==> config.mk <==
export PLATFORM = sky130hd
export DESIGN_NAME = vmem_wr_arb
export DESIGN_NICKNAME = d
export VERILOG_FILES = /design/src/rtl/vga_pkg.sv /design/src/rtl/vmem_rr_arb2.sv /design/src/rtl/vmem_wr_arb.sv
export SDC_FILE = /design/constraint.sdc
export NUM_CORES = 1
export LEC_CHECK = 0
export BUFFER_PORTS_ARGS = -buffer_cell sky130_fd_sc_hd__buf_4
export CAP_MARGIN = 20
export CORE_ASPECT_RATIO = 1.75
export CORE_UTILIZATION = 45
export CTS_CLUSTER_SIZE = 12
export DETAILED_ROUTE_END_ITERATION = 6
export GPL_TIMING_DRIVEN = 0
export PLACE_DENSITY_LB_ADDON = 0.08
export SETUP_SLACK_MARGIN = 0.1
export SLEW_MARGIN = 0
export SYNTH_ARGS = -nofsm -noshare
export SYNTH_HDL_FRONTEND = slang
export SYNTH_HIERARCHICAL = 1
export SYNTH_SLANG_ARGS = --single-unit
==> constraint.sdc <==
create_clock -name clk -period 2.37 [get_ports clk]
set_input_delay 0.237 -clock clk [delete_from_list [all_inputs] [get_ports clk]]
set_output_delay 0.237 -clock clk [all_outputs]
set_load 0.01 [all_outputs]
==> src/rtl/vga_pkg.sv <==
// Shared VGA frame-buffer definitions: default resolution, pixel type and
// the write-scheduler state encoding.
package vga_pkg;

    localparam int H_RES_DEFAULT = 640;
    localparam int V_RES_DEFAULT = 480;
    localparam int FB_PIXELS     = H_RES_DEFAULT * V_RES_DEFAULT;
    localparam int PIXEL_W       = 24;

    typedef logic [PIXEL_W-1:0] pixel_t;

    typedef enum logic [1:0] {
        IDLE  = 2'd0,
        ARM   = 2'd1,
        CLEAR = 2'd2
    } state_t;

endpackage

==> src/rtl/vmem_rr_arb2.sv <==
// Two-way round-robin grant: a lone requester always wins, and on contention
// the port that did not win last time is picked.
module vmem_rr_arb2 (
    input  logic [1:0] valid_i,
    input  logic       last_grant_i,
    output logic [1:0] grant_o
);

    always_comb begin
        grant_o = 2'b00;
        unique case (valid_i)
            2'b01:   grant_o = 2'b01;
            2'b10:   grant_o = 2'b10;
            2'b11:   grant_o = last_grant_i ? 2'b01 : 2'b10;
            default: grant_o = 2'b00;
        endcase
    end

endmodule

==> src/rtl/vmem_wr_arb.sv <==
// Video-memory write scheduler: round-robin between CPU and console ports plus
// a full-frame clear engine. Define VMEM_CLR_VSYNC_GATE_EN to hold a clear until vsync falls.
module vmem_wr_arb
    import vga_pkg::*;
#(
    parameter int H_RES = H_RES_DEFAULT,
    parameter int V_RES = V_RES_DEFAULT,
    parameter int AW    = 19,
    parameter int DW    = PIXEL_W
) (
    input  logic          clk,
    input  logic          rst,
    input  logic          vsync,
    input  logic          req0_valid,
    output logic          req0_ready,
    input  logic [AW-1:0] req0_addr,
    input  logic [DW-1:0] req0_data,
    input  logic          req1_valid,
    output logic          req1_ready,
    input  logic [AW-1:0] req1_addr,
    input  logic [DW-1:0] req1_data,
    input  logic          clr_start,
    input  logic [DW-1:0] clr_color,
    output logic          clr_busy,
    output logic          clr_done,
    output logic          wr_en,
    output logic [AW-1:0] wr_addr,
    output logic [DW-1:0] wr_data,
    output logic [7:0]    drop_cnt
);

    localparam logic [AW-1:0] LAST_ADDR = AW'(H_RES * V_RES - 1);

    state_t        state_q, state_d;
    logic          last_grant_q;
    logic [1:0]    grant;
    logic          idle;
    logic          accept;
    logic [AW-1:0] sel_addr;
    logic [DW-1:0] sel_data;
    logic [AW-1:0] clr_cnt_q;
    logic [DW-1:0] clr_color_q;
    logic          wr_en_q;
    logic [AW-1:0] wr_addr_q;
    logic [DW-1:0] wr_data_q;
    logic          clr_done_q;
    logic [7:0]    drop_cnt_q;
    logic          vsync_fall;

    vmem_rr_arb2 u_arb (
        .valid_i      ({req1_valid, req0_valid}),
        .last_grant_i (last_grant_q),
        .grant_o      (grant)
    );

`ifdef VMEM_CLR_VSYNC_GATE_EN
    logic vsync_q;

    always_ff @(posedge clk) begin
        if (!rst) vsync_q <= 1'b1;
        else      vsync_q <= vsync;
    end

    assign vsync_fall = vsync_q & ~vsync;
`else
    logic unused_vsync;

    assign unused_vsync = vsync;
    assign vsync_fall   = 1'b0;
`endif

    always_ff @(posedge clk) begin
        if (!rst) state_q <= IDLE;
        else      state_q <= state_d;
    end

    always_comb begin
        state_d = state_q;
        unique case (state_q)
            IDLE: begin
                if (clr_start) begin
`ifdef VMEM_CLR_VSYNC_GATE_EN
                    state_d = ARM;
`else
                    state_d = CLEAR;
`endif
                end
            end
            ARM: begin
                if (vsync_fall) state_d = CLEAR;
            end
            CLEAR: begin
                if (clr_cnt_q == LAST_ADDR) state_d = IDLE;
            end
            default: state_d = IDLE;
        endcase
    end

    // Requests are only served in IDLE; ARM and CLEAR own the write port.
    always_comb begin
        idle       = (state_q == IDLE);
        req0_ready = idle & grant[0];
        req1_ready = idle & grant[1];
        clr_busy   = ~idle;
        accept     = req0_ready | req1_ready;
        sel_addr   = grant[1] ? req1_addr : req0_addr;
        sel_data   = grant[1] ? req1_data : req0_data;
    end

    always_ff @(posedge clk) begin
        if (!rst) begin
            last_grant_q <= 1'b1;
            clr_cnt_q    <= '0;
            clr_color_q  <= '0;
            wr_en_q      <= 1'b0;
            wr_addr_q    <= '0;
            wr_data_q    <= '0;
            clr_done_q   <= 1'b0;
            drop_cnt_q   <= 8'd0;
        end else begin
            wr_en_q    <= 1'b0;
            clr_done_q <= 1'b0;
            if (state_q == CLEAR) begin
                wr_en_q   <= 1'b1;
                wr_addr_q <= clr_cnt_q;
                wr_data_q <= clr_color_q;
                clr_cnt_q <= clr_cnt_q + AW'(1);
                if (clr_cnt_q == LAST_ADDR) clr_done_q <= 1'b1;
            end else if (accept) begin
                last_grant_q <= grant[1];
                // Off-screen writes are swallowed so the requester never stalls.
                if (sel_addr > LAST_ADDR) begin
                    if (drop_cnt_q != 8'hFF) drop_cnt_q <= drop_cnt_q + 8'd1;
                end else begin
                    wr_en_q   <= 1'b1;
                    wr_addr_q <= sel_addr;
                    wr_data_q <= sel_data;
                end
            end
            if (idle && clr_start) begin
                clr_color_q <= clr_color;
                clr_cnt_q   <= '0;
            end
        end
    end

    assign wr_en    = wr_en_q;
    assign wr_addr  = wr_addr_q;
    assign wr_data  = wr_data_q;
    assign clr_done = clr_done_q;
    assign drop_cnt = drop_cnt_q;

endmodule

==> results.cfg <==
[clock_tree]
h-tree-depth = 3
cts.path.max_buffers = 2
cts_num_sinks = 98
postCtsHoldBufs = 0
root_buffer = clkbuf_16
insertion_delay_ns = 0.35
clkTransAtPathRegs_ns = 0.08
cts_buffers = 9
cts_tree = built

[setup_path]
worstPathArrival_ns = 2.47
cp_max_fo = 10
worst-setup-path-type = reg -> reg
start_kind = flop
crit_required_ns = 2.63
cp-end-kind = flop

[global_route]
grt_max_degree = 20
grtUsageTotal = 0.273
grt_pass1_vias = 5022
grt_overflow_total = 0
grt_pass1_wl_um = 23800
antenna_found_initial = 0

[synth]
synth_top_flop_cell = dfxtp_1
synthArstFlopShare = 0
ys_types = 52
synthCells = 566
synth-seq-cells = 98
synth_area_um2 = 4860
yosysSeqAreaShare = 0.404
avgSynthCellArea_um2 = 8.58
synth_edf_count = 0
yosysWarnings = 6
synth_nets = 684

[drt]
num_vias = 4916
drc = 0
avgRoutedWirePerCell_um = 17.0
vias_per_cell = 5.57
ant_nets = 0
drt_iter0_markers = 162
firstDrtPassIters = 4
drt_wl_total_um = 15000

[placed_design]
port_buffers = 169
place_hpwl_um = 11600
place_congestion = 0.903
dpl-instance-area_um2 = 6280

[power]
irDropWorstVdd_mv = 0.507
total_power_mw = 4.07
comb_power_share = 0.201
power_leakage_nw = 2.75
power_frac_clock = 0.359
net-switching-power_mw = 1.20
seqPwrFrac = 0.440
p_per_area_nw_per_um2 = 608
switching_share = 0.294
intPower_mw = 2.87

[floorplan]
die-area_um2 = 11200
fp.dieH_um = 139
fp.dieW_um = 80.5
core_area_um2 = 10400
initial_core_util = 0.469
io_pins = 172
core.rowCount = 49

[sta]
setup_viol = 0
setup_tns_ns = 0
post-route-period-util = 0.934
hold_viol_final = 0
skew_ns = 0.00775
period_needed_ns = 2.21
rsz0062_at_grt = true
holdWs_ns = 0.125
clock.fmax_ghz = 0.452
tightest_slew_ns = 0.884
slew_viol_final = 0
max-slew-margin-rel = 0.411

[cells_and_area]
layout_common_cells = 173 x buf_4, 98 x dfxtp_1, 66 x nand2_1
final_common_cell = buf_4
final_net_count = 868
final_area_um2 = 6690
antenna_cells = 0
nFillCells = 957
drive_gt1_frac = 0.302
area_delta_synth_final_pct = 37.8
final_util = 0.646

[hold_path]
hold_path.class = in -> reg

[status]
status = completed

[job]
maxCapViolCount = 0
==> power groups by stage <==
stage	Combinational (mW)	Clock (mW)	Sequential, mW
global placement	0.771	0	1.82
finish	0.819	1.46	1.79
detailed placement	0.786	0	1.83
CTS	0.812	1.47	1.79
floorplan	0.374	0	1.85
global route	0.894	1.54	1.80
==> cell type report <==
type,count,area (um^2),area share
Multi-Input combinational cell,389,2650,0.396
Sequential cell,98,1960,0.293
Timing Repair Buffer,173,1300,0.194
Clock buffer,9,225,0.0337
Buffer,46,206,0.0309
Tap cell,127,159,0.0238
Inverter,33,124,0.0185
Clock inverter,7,66.3,0.00991
==> cells in the mapped netlist, drive strengths merged, types with 9 or more instances <==
| cell type | number | area (um^2) |
|---|---|---|
| a21oi | 36 | 180 |
| a221oi | 24 | 210 |
| and3 | 17 | 106 |
| buf | 9 | 48.8 |
| clkbuf | 37 | 139 |
| dfxtp | 98 | 1960 |
| inv | 32 | 120 |
| mux2i | 46 | 464 |
| nand2 | 67 | 251 |
| nand3 | 27 | 135 |
| nor2 | 17 | 63.8 |
| o211ai | 19 | 143 |
| o21ai | 37 | 189 |
| o311ai | 14 | 198 |
| or3 | 9 | 56.3 |
==> per-stage QoR <==
stage	worst slack (ns)	std cells
6_report	0.156	882
5_1_grt	0.0753	882
4_1_cts	0.112	882
3_5_place_dp	-0.713	862
3_3_place_gp	-0.713	862
2_1_floorplan	0.154	566
==> cell families after synthesis <==
logic type | synth area share
XOR/XNOR | 0.0162
multiplexers | 0.105
AO/OA/AOI/OAI | 0.221
adder cells (fa/ha/maj) | 0.00515
flip-flops | 0.404
buffers and inverters | 0.0642
AND/OR/NAND/NOR | 0.184
==> worst max-delay path: stages, from the launching register on <==
cell      delay [ns]
dfxtp_1         0.35
a21boi_4        0.21
or3b_4          0.43
a222oi_1        0.35
buf_4           0.19
o21ai_2         0.11
buf_6           0.18
o311ai_2        0.28
==> sequential cells by signal, indices dropped and copies added (netlist names) <==
signal        cells
wr_data          24
wr_en             1
last_grant_q      1
drop_cnt          8
clr_cnt_q        19
clr_color_q      24
wr_addr          19
clr_done          1
state_q           1
==> final timing paths <==
check	startpoint	to	slack, ns	cells after the start
setup reg to reg	last_grant_q	wr_addr[16]	0.16	7
hold / removal	clr_color[9]	clr_color_q[9]	0.13	3
hold reg to reg	clr_color_q[6]	clr_color_q[6]	0.45	2
setup / recovery	last_grant_q	wr_addr[16]	0.16	7
==> repair_timing <==
action | CTS | global route
buffers inserted | 4 | 0
endpoints found under the setup margin | 54 | 31
gates resized for setup | 16 | 10
pin swaps | 2 | 1
==> routing by layer <==
| layer | GRT usage | up-vias | share of wire |
|---|---|---|---|
| met3 | 0.0413 | 29 | 0.054 |
| li1 | - | 2435 | - |
| met2 | 0.514 | 163 | 0.54 |
| met5 | 0 | - | 0 |
| met1 | 0.286 | 2289 | 0.37 |
| met4 | 0.123 | 0 | 0.032 |
Note: power is estimated with default switching activity, not from simulation.
